<file path="config.mk">
export PLATFORM = sky130hd
export DESIGN_NAME = axi_rd_rsp_sched
export DESIGN_NICKNAME = d
export VERILOG_FILES = /design/src/rtl/axi_tb_pkg.sv /design/src/rtl/axi_rd_rsp_sched_rr_arbiter.sv /design/src/rtl/axi_rd_rsp_sched.sv
export SDC_FILE = /design/constraint.sdc
export NUM_CORES = 1
export LEC_CHECK = 0
export ABC_AREA = 1
export BUFFER_PORTS_ARGS = -buffer_cell sky130_fd_sc_hd__buf_2
export CAP_MARGIN = 40
export CORE_UTILIZATION = 45
export CTS_CLUSTER_DIAMETER = 100
export DETAILED_ROUTE_END_ITERATION = 8
export GPL_TIMING_DRIVEN = 1
export PLACE_DENSITY = 0.74
export SKIP_LAST_GASP = 1
export SLEW_MARGIN = 20
export SYNTH_ARGS = -nofsm -noshare
export SYNTH_HDL_FRONTEND = slang
export SYNTH_SLANG_ARGS = --single-unit
</file>
<file path="constraint.sdc">
create_clock -name aclk -period 5.02 [get_ports aclk]
set_input_delay 0.502 -clock aclk [delete_from_list [all_inputs] [get_ports aclk]]
set_output_delay 0.502 -clock aclk [all_outputs]
set_load 0.05 [all_outputs]
</file>
<file path="src/rtl/axi_tb_pkg.sv">
// Shared types for the testbench AXI slave model: slot record, scheduler FSM states, rdata pattern.
// The slot id field is sized for the widest ID any instance may use (ID_MAX_W); narrower IDs are zero-extended.
package axi_tb_pkg;

  localparam int ID_MAX_W = 16;

  localparam logic [1:0] OKAY = 2'b00;

  typedef enum logic {
    IDLE = 1'b0,
    SEND = 1'b1
  } rd_state_e;

  typedef struct packed {
    logic                valid;
    logic [ID_MAX_W-1:0] id;
    logic [3:0]          len;
    logic [3:0]          beat;
  } rd_slot_t;

  // The pattern lets a checker tell which burst and beat a data word came from.
  function automatic logic [ID_MAX_W+3:0] mk_rdata(input logic [ID_MAX_W-1:0] id,
                                                   input logic [3:0]          beat);
    return {id, beat};
  endfunction

endpackage

</file>
<file path="src/rtl/axi_rd_rsp_sched_rr_arbiter.sv">
// Round-robin pick: the first set request at or after ptr, wrapping; combinational, no backpressure.
// N must be a power of two so the index arithmetic wraps on its own.
module rr_arbiter #(
  parameter int N     = 4,
  parameter int IDX_W = $clog2(N)
) (
  input  logic [N-1:0]     req,
  input  logic [IDX_W-1:0] ptr,
  output logic [N-1:0]     gnt,
  output logic [IDX_W-1:0] gnt_idx
);

  logic [IDX_W-1:0] cand;
  logic             found;

  always_comb begin
    gnt     = '0;
    gnt_idx = '0;
    cand    = '0;
    found   = 1'b0;
    for (int k = 0; k < N; k++) begin
      cand = ptr + IDX_W'(k);
      if (!found && req[cand]) begin
        found   = 1'b1;
        gnt_idx = cand;
      end
    end
    gnt[gnt_idx] = found;
  end

endmodule

</file>
<file path="src/rtl/axi_rd_rsp_sched.sv">
// AR table + R-channel scheduler: AR->first rvalid 2 cycles, one bubble between bursts; R holds while !rready, arready drops when full.
// Define RD_INTERLEAVE_EN to re-arbitrate after every beat instead of holding R until rlast.
module axi_rd_rsp_sched
  import axi_tb_pkg::*;
#(
  parameter int AXI_ID_W   = 4,
  parameter int AXI_DATA_W = 32,
  parameter int OSTD_NUM   = 4
) (
  input  logic                        aclk,
  input  logic                        aresetn,
  input  logic                        srst,
  input  logic                        in_arvalid,
  output logic                        out_arready,
  input  logic [AXI_ID_W-1:0]         in_arid,
  input  logic [3:0]                  in_arlen,
  output logic                        out_rvalid,
  input  logic                        in_rready,
  output logic [AXI_ID_W-1:0]         out_rid,
  output logic [AXI_DATA_W-1:0]       out_rdata,
  output logic [1:0]                  out_rresp,
  output logic                        out_rlast,
  output logic [$clog2(OSTD_NUM):0]   out_ostd_cnt
);

  localparam int IDX_W = $clog2(OSTD_NUM);
  localparam int CNT_W = IDX_W + 1;

  rd_slot_t            slot_q  [OSTD_NUM];
  logic [OSTD_NUM-1:0] older_q [OSTD_NUM];
  rd_state_e           state_q, state_d;
  logic [IDX_W-1:0]    cur_q, rr_ptr_q, free_idx, arb_idx;
  logic [OSTD_NUM-1:0] elig, arb_gnt;
  logic                arready_q, ar_fire, r_fire, last_beat, grant_take;
  logic [CNT_W-1:0]    cnt, cnt_next;
  rd_slot_t            cur_slot;

  // A slot may send only when no older live slot carries the same ID.
  always_comb begin
    elig = '0;
    for (int i = 0; i < OSTD_NUM; i++) begin
      elig[i] = slot_q[i].valid;
      for (int j = 0; j < OSTD_NUM; j++) begin
        if (slot_q[j].valid && older_q[j][i] && (slot_q[j].id == slot_q[i].id)) begin
          elig[i] = 1'b0;
        end
      end
    end
  end

  always_comb begin
    free_idx = '0;
    cnt      = '0;
    for (int i = OSTD_NUM - 1; i >= 0; i--) begin
      if (!slot_q[i].valid) begin
        free_idx = IDX_W'(i);
      end
      cnt = cnt + CNT_W'(slot_q[i].valid);
    end
  end

  assign cur_slot     = slot_q[cur_q];
  assign ar_fire      = in_arvalid & arready_q;
  assign r_fire       = (state_q == SEND) & in_rready;
  assign last_beat    = (cur_slot.beat == cur_slot.len);
  assign cnt_next     = cnt + CNT_W'(ar_fire) - CNT_W'(r_fire & last_beat);
  assign out_arready  = arready_q;
  assign out_ostd_cnt = cnt;
  assign out_rresp    = OKAY;

  rr_arbiter #(
    .N (OSTD_NUM)
  ) u_rr_arbiter (
    .req     (elig),
    .ptr     (rr_ptr_q),
    .gnt     (arb_gnt),
    .gnt_idx (arb_idx)
  );

  always_comb begin
    state_d    = state_q;
    grant_take = 1'b0;
    out_rvalid = 1'b0;
    out_rid    = '0;
    out_rdata  = '0;
    out_rlast  = 1'b0;
    case (state_q)
      IDLE: begin
        if (|arb_gnt) begin
          grant_take = 1'b1;
          state_d    = SEND;
        end
      end
      SEND: begin
        out_rvalid = 1'b1;
        out_rid    = cur_slot.id[AXI_ID_W-1:0];
        out_rdata  = AXI_DATA_W'(mk_rdata(cur_slot.id, cur_slot.beat));
        out_rlast  = last_beat;
`ifdef RD_INTERLEAVE_EN
        if (in_rready) begin
          state_d = IDLE;
        end
`else
        if (in_rready && last_beat) begin
          state_d = IDLE;
        end
`endif
      end
      default: state_d = IDLE;
    endcase
  end

  always_ff @(posedge aclk or negedge aresetn) begin
    if (!aresetn) begin
      state_q <= IDLE;
    end else if (srst) begin
      state_q <= IDLE;
    end else begin
      state_q <= state_d;
    end
  end

  always_ff @(posedge aclk or negedge aresetn) begin
    if (!aresetn) begin
      for (int i = 0; i < OSTD_NUM; i++) begin
        slot_q[i]  <= '0;
        older_q[i] <= '0;
      end
      cur_q     <= '0;
      rr_ptr_q  <= '0;
      arready_q <= 1'b0;
    end else if (srst) begin
      for (int i = 0; i < OSTD_NUM; i++) begin
        slot_q[i]  <= '0;
        older_q[i] <= '0;
      end
      cur_q     <= '0;
      rr_ptr_q  <= '0;
      arready_q <= 1'b0;
    end else begin
      if (ar_fire) begin
        slot_q[free_idx]  <= '{valid: 1'b1, id: ID_MAX_W'(in_arid), len: in_arlen, beat: 4'd0};
        older_q[free_idx] <= '0;
        for (int k = 0; k < OSTD_NUM; k++) begin
          older_q[k][free_idx] <= slot_q[k].valid;
        end
      end
      // Freeing comes after the alloc writes so a slot retiring this cycle never ends up older than the new one.
      if (r_fire) begin
        if (last_beat) begin
          slot_q[cur_q]  <= '0;
          older_q[cur_q] <= '0;
          for (int k = 0; k < OSTD_NUM; k++) begin
            older_q[k][cur_q] <= 1'b0;
          end
        end else begin
          slot_q[cur_q].beat <= cur_slot.beat + 4'd1;
        end
      end
      if (grant_take) begin
        cur_q    <= arb_idx;
        rr_ptr_q <= arb_idx + IDX_W'(1);
      end
      arready_q <= (cnt_next < CNT_W'(OSTD_NUM));
    end
  end

endmodule

</file>
==> results.txt, run 1 <==
The run finished with clean final reports. In this run the critical register-to-register path is captured at out_arready$_DFF_PN0_. The number of buffers created by CTS came out at 17. The first global-routing pass estimated roughly 36000 um of wire. Buffers inserted to repair hold after CTS numbered 0. The final setup violation count came out at 0. The slack of the worst reg-to-reg path came out at around 1600 ps.

The smallest clock period supported by the final layout is computed as between 3000 and 4000 ps. The class of the worst hold path is in2async. The detailed router finished its first iteration with a little over 700 violations. The H-tree was split into 4 levels.

Row generation in the floorplan step produced between 40 and 50 rows. The via count of the first global-routing pass came out at 6923. The analysis attributes to cell leakage a power of roughly 0.0050 uW. TritonCTS built the clock tree. The maximum root-to-sink buffer count is 2.

At the placement stage, the worst setup path has a slack of 1660 ps. The total core area is roughly 0.017 sq mm. Summing all flip-flop and latch instances after layout gives 0.00305 sq mm.

Dividing the detail-routed wire length by the instance count gives ~16 um. The half-perimeter wire length after placement is roughly 15000 um. The number of inserted filler cells in the final layout is between 1500 and 2000. The worst setup skew after layout came out at 15.5 ps. At the end of routability-driven placement, the weighted congestion stood at slightly above 0.9.

The smallest setup slack after layout came out at 1430 ps. The number of instances in the synthesized netlist came out at around 1100. The total count of max-transition violations in the final report is 0.

The required arrival time at the worst endpoint is around 4500 ps. The fmax came out at 0.279 GHz. Setup total negative slack on the finished layout was measured at 0 ps. The reported max-cap violation count came out at 0. The number of nets in the final layout came out at 1201.

The post-synthesis to final-layout area growth came out at 12.2%. The height of the die is 134 um. Yosys printed 0 warnings. The overall routed net length is roughly 22000 um. The number of antenna violations at the first check in global routing is 0.

The later-pin clock latency in the skew report is 430 ps. The chip width is 134 um. The die footprint is roughly 0.018 sq mm.

The total via count in the routed design came out at approximately 7500. Setup repair after global routing left no endpoint under its margin. The period utilization is between 70% and 80%.

Clock tree synthesis selected as its root buffer the cell clkbuf_16. The tightest slew margin relative to the limit came out at 51.8%. The number of iterations in the first detailed-routing pass came out at 5. The worst setup path is captured at an output port. The startpoint identified for the worst register-to-register timing path is cur_q[0]$_DFFE_PN0P_. Counting distinct cell types in the post-synthesis netlist gives approximately 50. By area the synthesized netlist is led by dfrtp_1, nand2_1, inv_1. The count of final hold-check violations is 0. The count of boundary I/O pins came out at 57. The mean instance size in the synthesized netlist is approximately 7 sq um. The post-CTS setup-driven buffer insertion count is 0. The number of DRC violations after detailed routing is 0. The clock net sink count came out at approximately 120. Global routing used roughly a quarter of the available tracks.

The transition time at the pin with the least slew margin came out at roughly 720 ps. Along the worst path, the maximum fanout reaches 12. The data arrival time of the critical path came out at roughly 3100 ps. The kind of start point of the critical path is a register. The area of the multi-input gates is 0.00383 sq mm. The share of Yosys cell area claimed by the top area cell type is between 30% and 40%. The biggest area contributor in the post-synthesis netlist is dfrtp_1. The fraction of layout instances using a drive strength above 1 is under 10%.

The number of cells on the worst reg-to-reg path is 17. The worst-case IR drop observed on VDD is ~0.31 mV. The synthesis-stage register bit count is approximately 120. After clock tree synthesis, the clock-pin slew on the worst setup and hold paths is 60 ps. The number of antenna cells inserted came out at 0. Input and output buffers added on the ports amount to 42.

The number of vias per cell after detailed routing is between 5 and 6. The initial core utilization is a little under half. The post-synth design cell area came out at about 0.0078 sq mm.

In this run the remaining antenna-violating nets after routing total 0. The total power divided by cell area is 392 mW/mm^2. The share of the yosys chip area belonging to registers is between 30% and 40%. The critical path is of the reg2out type. The post-CTS resize count is 0. Entering global routing, the biggest net connects 56 pins. The total congestion overflow came out at 0.
-- report_power, final --
group / total, uW / switching [uW] / internal (uW)
sequential: 1090 / 56.3 / 1030
clock: 1250 / 467 / 787
combinational: 1090 / 820 / 268
total: 3430 / 1340 / 2090
-- critical path: stages (launching register included) --
cell	delay, ps
dfrtp_1	440
nor2_2	500
buf_4	310
inv_2	90
o22ai_1	170
nor2_1	70
o21a_2	140
inv_2	70
xor2_1	60
nor2_1	200
nand2_4	150
nor2_1	160
buf_2	290
-- placed cells by master, fill, tap and decap left out, types with 3 or more instances in the layout --
cell and instances:
a22oi_1 5, o22ai_1 24, conb_1 14, bufinv_16 3, ha_1 8, nor2_1 140, buf_2 41, a211oi_1 19
or2_2 4, nand3_1 64, a21oi_1 25, buf_4 6, nand2_1 385, nor2_2 3, nand3b_1 3, inv_1 170
a221oi_1 20, mux2i_1 3, nand2_2 3, o211ai_1 9, dfrtp_1 122, clkinv_2 4, nor3_1 15, o2111ai_1 3
clkbuf_16 17, o21ai_0 14, clkinvlp_4 3, xor2_1 20, inv_2 10
-- through the flow --
step	power, uW	utilization (%)	instance area, sq um	std cells	hold slack [ps]
2_1_floorplan	1880	-	7850	1158	206
3_3_place_gp	2150	48.3	8100	1376	492
3_5_place_dp	2170	48.6	8150	1379	483
4_1_cts	3430	52.2	8740	1410	36.2
5_1_grt	3590	52.2	8750	1411	52.8
6_report	3430	52.2	8750	1411	25.7
-- synth_stat cells, drive strengths merged --
cell type and number:
xnor2 2, dfrtp 122, a31o 1, o221ai 1
and2 1, nor3 15, ha 8, a22oi 5
o21a 2, nor4 1, or2 4, clkbuf 17
nand4 2, a32oi 1, nand3 65, o2111ai 3
nand2 390, buf 32, o211ai 9, o21ai 16
o21bai 1, mux2i 3, fa 1, a221oi 20
xor2 20, a211oi 19, a32o 2, nor2 146
clkinv 2, inv 181, conb 1, a21oi 25
nand3b 3, o22ai 24
-- flip-flops by register name, indices dropped and copies added (netlist names) --
register / cells
out_arready: 1
slot_q: 100
cur_q: 2
state_q: 1
older_q: 16
rr_ptr_q: 2
-- cell type report --
type                    count  area share (%)
repair buffers             51            3.56
multi-input cells         804            43.8
clock inverters            12            1.72
flip-flops and latches    122            34.9
inverters                 183            7.88
well taps                 220            3.14
clock buffers              19            5.06
-- worst max path at each step --
stage                                       end  cells past startpoint                 start
final                                 out_rlast                     12  cur_q[0]$_DFFE_PN0P_
after global routing                  out_rlast                     12  cur_q[0]$_DFFE_PN0P_
after CTS                             out_rlast                     12  cur_q[0]$_DFFE_PN0P_
after detailed placement  out_arready$_DFF_PN0_                     17  cur_q[0]$_DFFE_PN0P_
after global placement    out_arready$_DFF_PN0_                     14  cur_q[1]$_DFFE_PN0P_
after floorplan                      out_rid[0]                      6  cur_q[0]$_DFFE_PN0P_
-- layer usage --
layer / wire length (um) / vias to the layer above / global-route usage (%)
li1: - / 3640 / -
met1: 9730 / 3485 / 35.7
met2: 10000 / 355 / 40.0
met3: 1970 / 52 / 6.24
met4: 561 / 0 / 9.34
met5: 0 / - / 0
-- logic make-up after synthesis --
family | after synthesis | synth area share [%]
AO/OA/AOI/OAI | 129 | 11.3
XOR/XNOR | 22 | 2.47
buffers and inverters | 232 | 12.4
multiplexers | 3 | 0.385
adder cells (fa/ha/maj) | 9 | 1.54
flip-flops | 122 | 39.1
other | 1 | 0.0481
AND/OR/NAND/NOR | 627 | 32.7
Power figures use the tool's default switching activity.
==> run 2, diff against run 1 <==
Settings changed: PLACE_DENSITY 0.74 to 0.77.
Clock period 5.02 ns to 3.16 ns, I/O delays scaled along.
==> run 2 against run 1 <==
Compared with the run above: clock power up 70%; combinational power up 64%; worst hold slack better by 140 ps; clock skew down 7.8 ps; critical endpoint is now out_arready$_DFF_PN0_; largest power group unchanged.
==> results.txt, run 2 (synthesized netlist as in run 1, its figures left out) <==
The register with the most flip-flops in the final layout is slot_q. The number of antenna violations at the first check in global routing is 0. Clock tree synthesis selected as its root buffer the cell clkbuf_16. The H-tree depth came out at 4.

The clock drives between 100 and 150 sinks. The number of buffers created by CTS came out at 17. The via count of the first global-routing pass came out at ~7000. The final design area excluding fillers is between 0.008 and 0.009 sq mm. In this run the top signal layer used is met4.

OpenSTA, run right after detailed placement, puts the worst setup slack at 290 ps. In this run the critical register-to-register path is launched from cur_q[0]$_DFFE_PN0P_. After layout, the minimum clock period comes to between 2000 and 3000 ps.

The initial core utilization came out at 46.5%. The kind of cell adding the most delay to the critical path is simple AND/OR/NAND/NOR gates. The post-synthesis to final-layout area growth came out at 13.7%.

The worst hold slack after final layout came out at between 150 and 200 ps. Counting both buffers and inverters, the worst setup path holds a total of 2. Derived from the worst setup path, the maximum achievable clock frequency is around 0.34 GHz.

The path with the worst hold slack has its endpoint at slot_q[57]$_DFF_PN0_. Global routing consumed, over all layers together, about a quarter of the routing resources. Traced cell by cell, the critical path runs through nand2_1 > inv_1 > a22oi_1 > and2_1 > xor2_1 > nor2_2 > nand2_4 > nor2_8 > ha_1 > inv_1 > ha_1 > a31o_2 > xor2_1 > nor2_1. The total power divided by cell area came out at ~640 mW/mm^2. The overall routed net length is 22500 um. In this run the tool buffered the top-level ports with 42 buffer cells. Setup repair after global routing left no endpoint under its margin. The slack of the worst reg-to-reg path is 250 ps. The largest registers in the layout are slot_q x100, older_q x16. The height of the die came out at 134 um. The wire length the detailed router placed on met1 came out at 9550 um.

The top cell types in the final layout, fill and taps aside, are nand2_1, inv_1, nor2_1. The final setup violation count came out at 0. The slowest stage of the critical path belongs to the cell dfrtp_1.

The clock edge transition at the registers on the reported setup and hold paths came out at ~50 ps. The total length of routed met2 wires is 10100 um. In this run the tightest slew margin relative to its limit is between 50% and 60%. The reported max-cap violation count is 0. The largest net degree at the start of global routing is 80. The worst setup skew after layout is roughly 7.7 ps.

The later-pin clock latency in the skew report is approximately 430 ps. The critical path starts at cur_q[0]$_DFFE_PN0P_. Dividing the detail-routed wire length by the instance count gives ~16 um. The final sum of negative setup slack is 0 ps. The count of boundary I/O pins is 57.

The flip-flop count of the largest register, all copies and words added is 100. Along the worst path, the maximum fanout reaches 9. The end-of-flow core utilization came out at between 50% and 60%. The leakage dissipation came out at a little over 0.005 uW. Setup slack on the critical path of the routed design comes to between 200 and 300 ps. The worst hold path passes through 3 cells. The weighted congestion at the end of routability-driven global placement came out at between 0.9 and 1.

The chip width came out at between 100 and 150 um. Using the TritonRoute via totals, the vias-per-cell ratio works out to roughly 5.3. The worst IR drop on VDD is ~0.5 mV. Data arrives at the worst endpoint at 3230 ps. The library cell used most frequently in the layout, excluding fill and tap cells, is nand2_1.

The total congestion overflow came out at 0. For the pin with the worst max-slew slack, the measured transition is around 730 ps. The critical path is of the reg2reg type. TritonCTS built the clock tree. The half-perimeter wire length after placement is between 15000 and 20000 um. The clock passes through at most 2 buffers. The hold path startpoint is in_arlen[3]. The wire length of the first global-routing pass came out at between 30000 and 40000 um.

The biggest cell delay along the critical path is between 400 and 500 ps. The total count of max-transition violations in the final report came to 0. Across all layers, the routed design uses ~7500 vias.

The flow ran to the end, and the final reports show no timing, DRC or antenna violations. The capture point of the worst reg-to-reg path is out_arready$_DFF_PN0_. The remaining antenna violation count after routing is 0. The number of iterations in the first detailed-routing pass is 5. The net count of the finished layout is around 1200.

The worst setup path is captured at a register. The final critical path takes up between 90 and 100% of the cycle. The total length of routed met3 wires is 2040 um. The fraction of layout instances using a drive strength above 1 is 10.0%. The placed cell area is 0.00819 sq mm. The number of DRC violations after detailed routing came out at 0. For the worst setup path, the data required time is ~3500 ps. The count of final hold-check violations came out at 0. The die covers between 0.015 and 0.02 sq mm.

The repair_antennas step left the layout with diodes totalling 0. The row count is 47. The total area inside the core boundary comes to about 0.017 sq mm.

The count of routing violations after the opening detailed-route iteration came out at ~760. The worst setup path is launched from a register. The number of cells on the worst reg-to-reg path came out at 14.

The class of the worst hold path is in2reg.
run 2: cell count changes in the layout (fill, tap and decap cells not counted), sizes merged:
cell and change:
buf +7, bufinv +1, clkbuf +5, clkinv -3
clkinvlp -3, dlygate4sd3 +1
run 2: final cells by class:
cell class | count | area [sq um]
multi-input cells | 804 | 3840
inverters | 183 | 692
repair buffers | 59 | 363
clock inverters | 7 | 135
clock buffers | 24 | 512
well taps | 220 | 275
flip-flops and latches | 122 | 3050
fillers | 1602 | 7890
run 2: stage by stage:
step / total power [uW] / instances
global placement: 3420 / 1384
floorplan: 2990 / 1158
finish: 5650 / 1419
global route: 5880 / 1419
detailed placement: 3460 / 1385
CTS: 5600 / 1417
run 2: worst max-delay path by stage:
stage,end,slack (ps),cells after the start
floorplan,out_arready$_DFF_PN0_,440,11
global placement,out_arready$_DFF_PN0_,340,17
detailed placement,out_arready$_DFF_PN0_,290,17
CTS,out_rlast,240,12
global route,out_arready$_DFF_PN0_,60,17
finish,out_arready$_DFF_PN0_,250,14
run 2: what timing repair did:
| action | CTS | global route |
|---|---|---|
| hold endpoints to repair | 43 | 0 |
| setup endpoints to repair | 0 | 1 |
| hold buffers | 1 | 0 |
| setup buffers | 0 | 2 |
| gates resized for setup | 0 | 3 |
run 2: worst min-delay path, cell delays in order:
cell and delay [ps]:
buf_2 120, nand2_1 60, a21oi_1 60
run 2: metal layers:
| metal | up-vias | track usage [%] |
|---|---|---|
| li1 | 3656 | - |
| met1 | 3448 | 34.7 |
| met2 | 342 | 40.8 |
| met3 | 63 | 7.65 |
| met4 | 0 | 12.4 |
| met5 | - | 0 |
run 2: power breakdown:
| part | total, uW | switching, uW | internal [uW] |
|---|---|---|---|
| logic | 1790 | 1330 | 460 |
| clock network | 2130 | 698 | 1440 |
| registers | 1730 | 92.4 | 1640 |
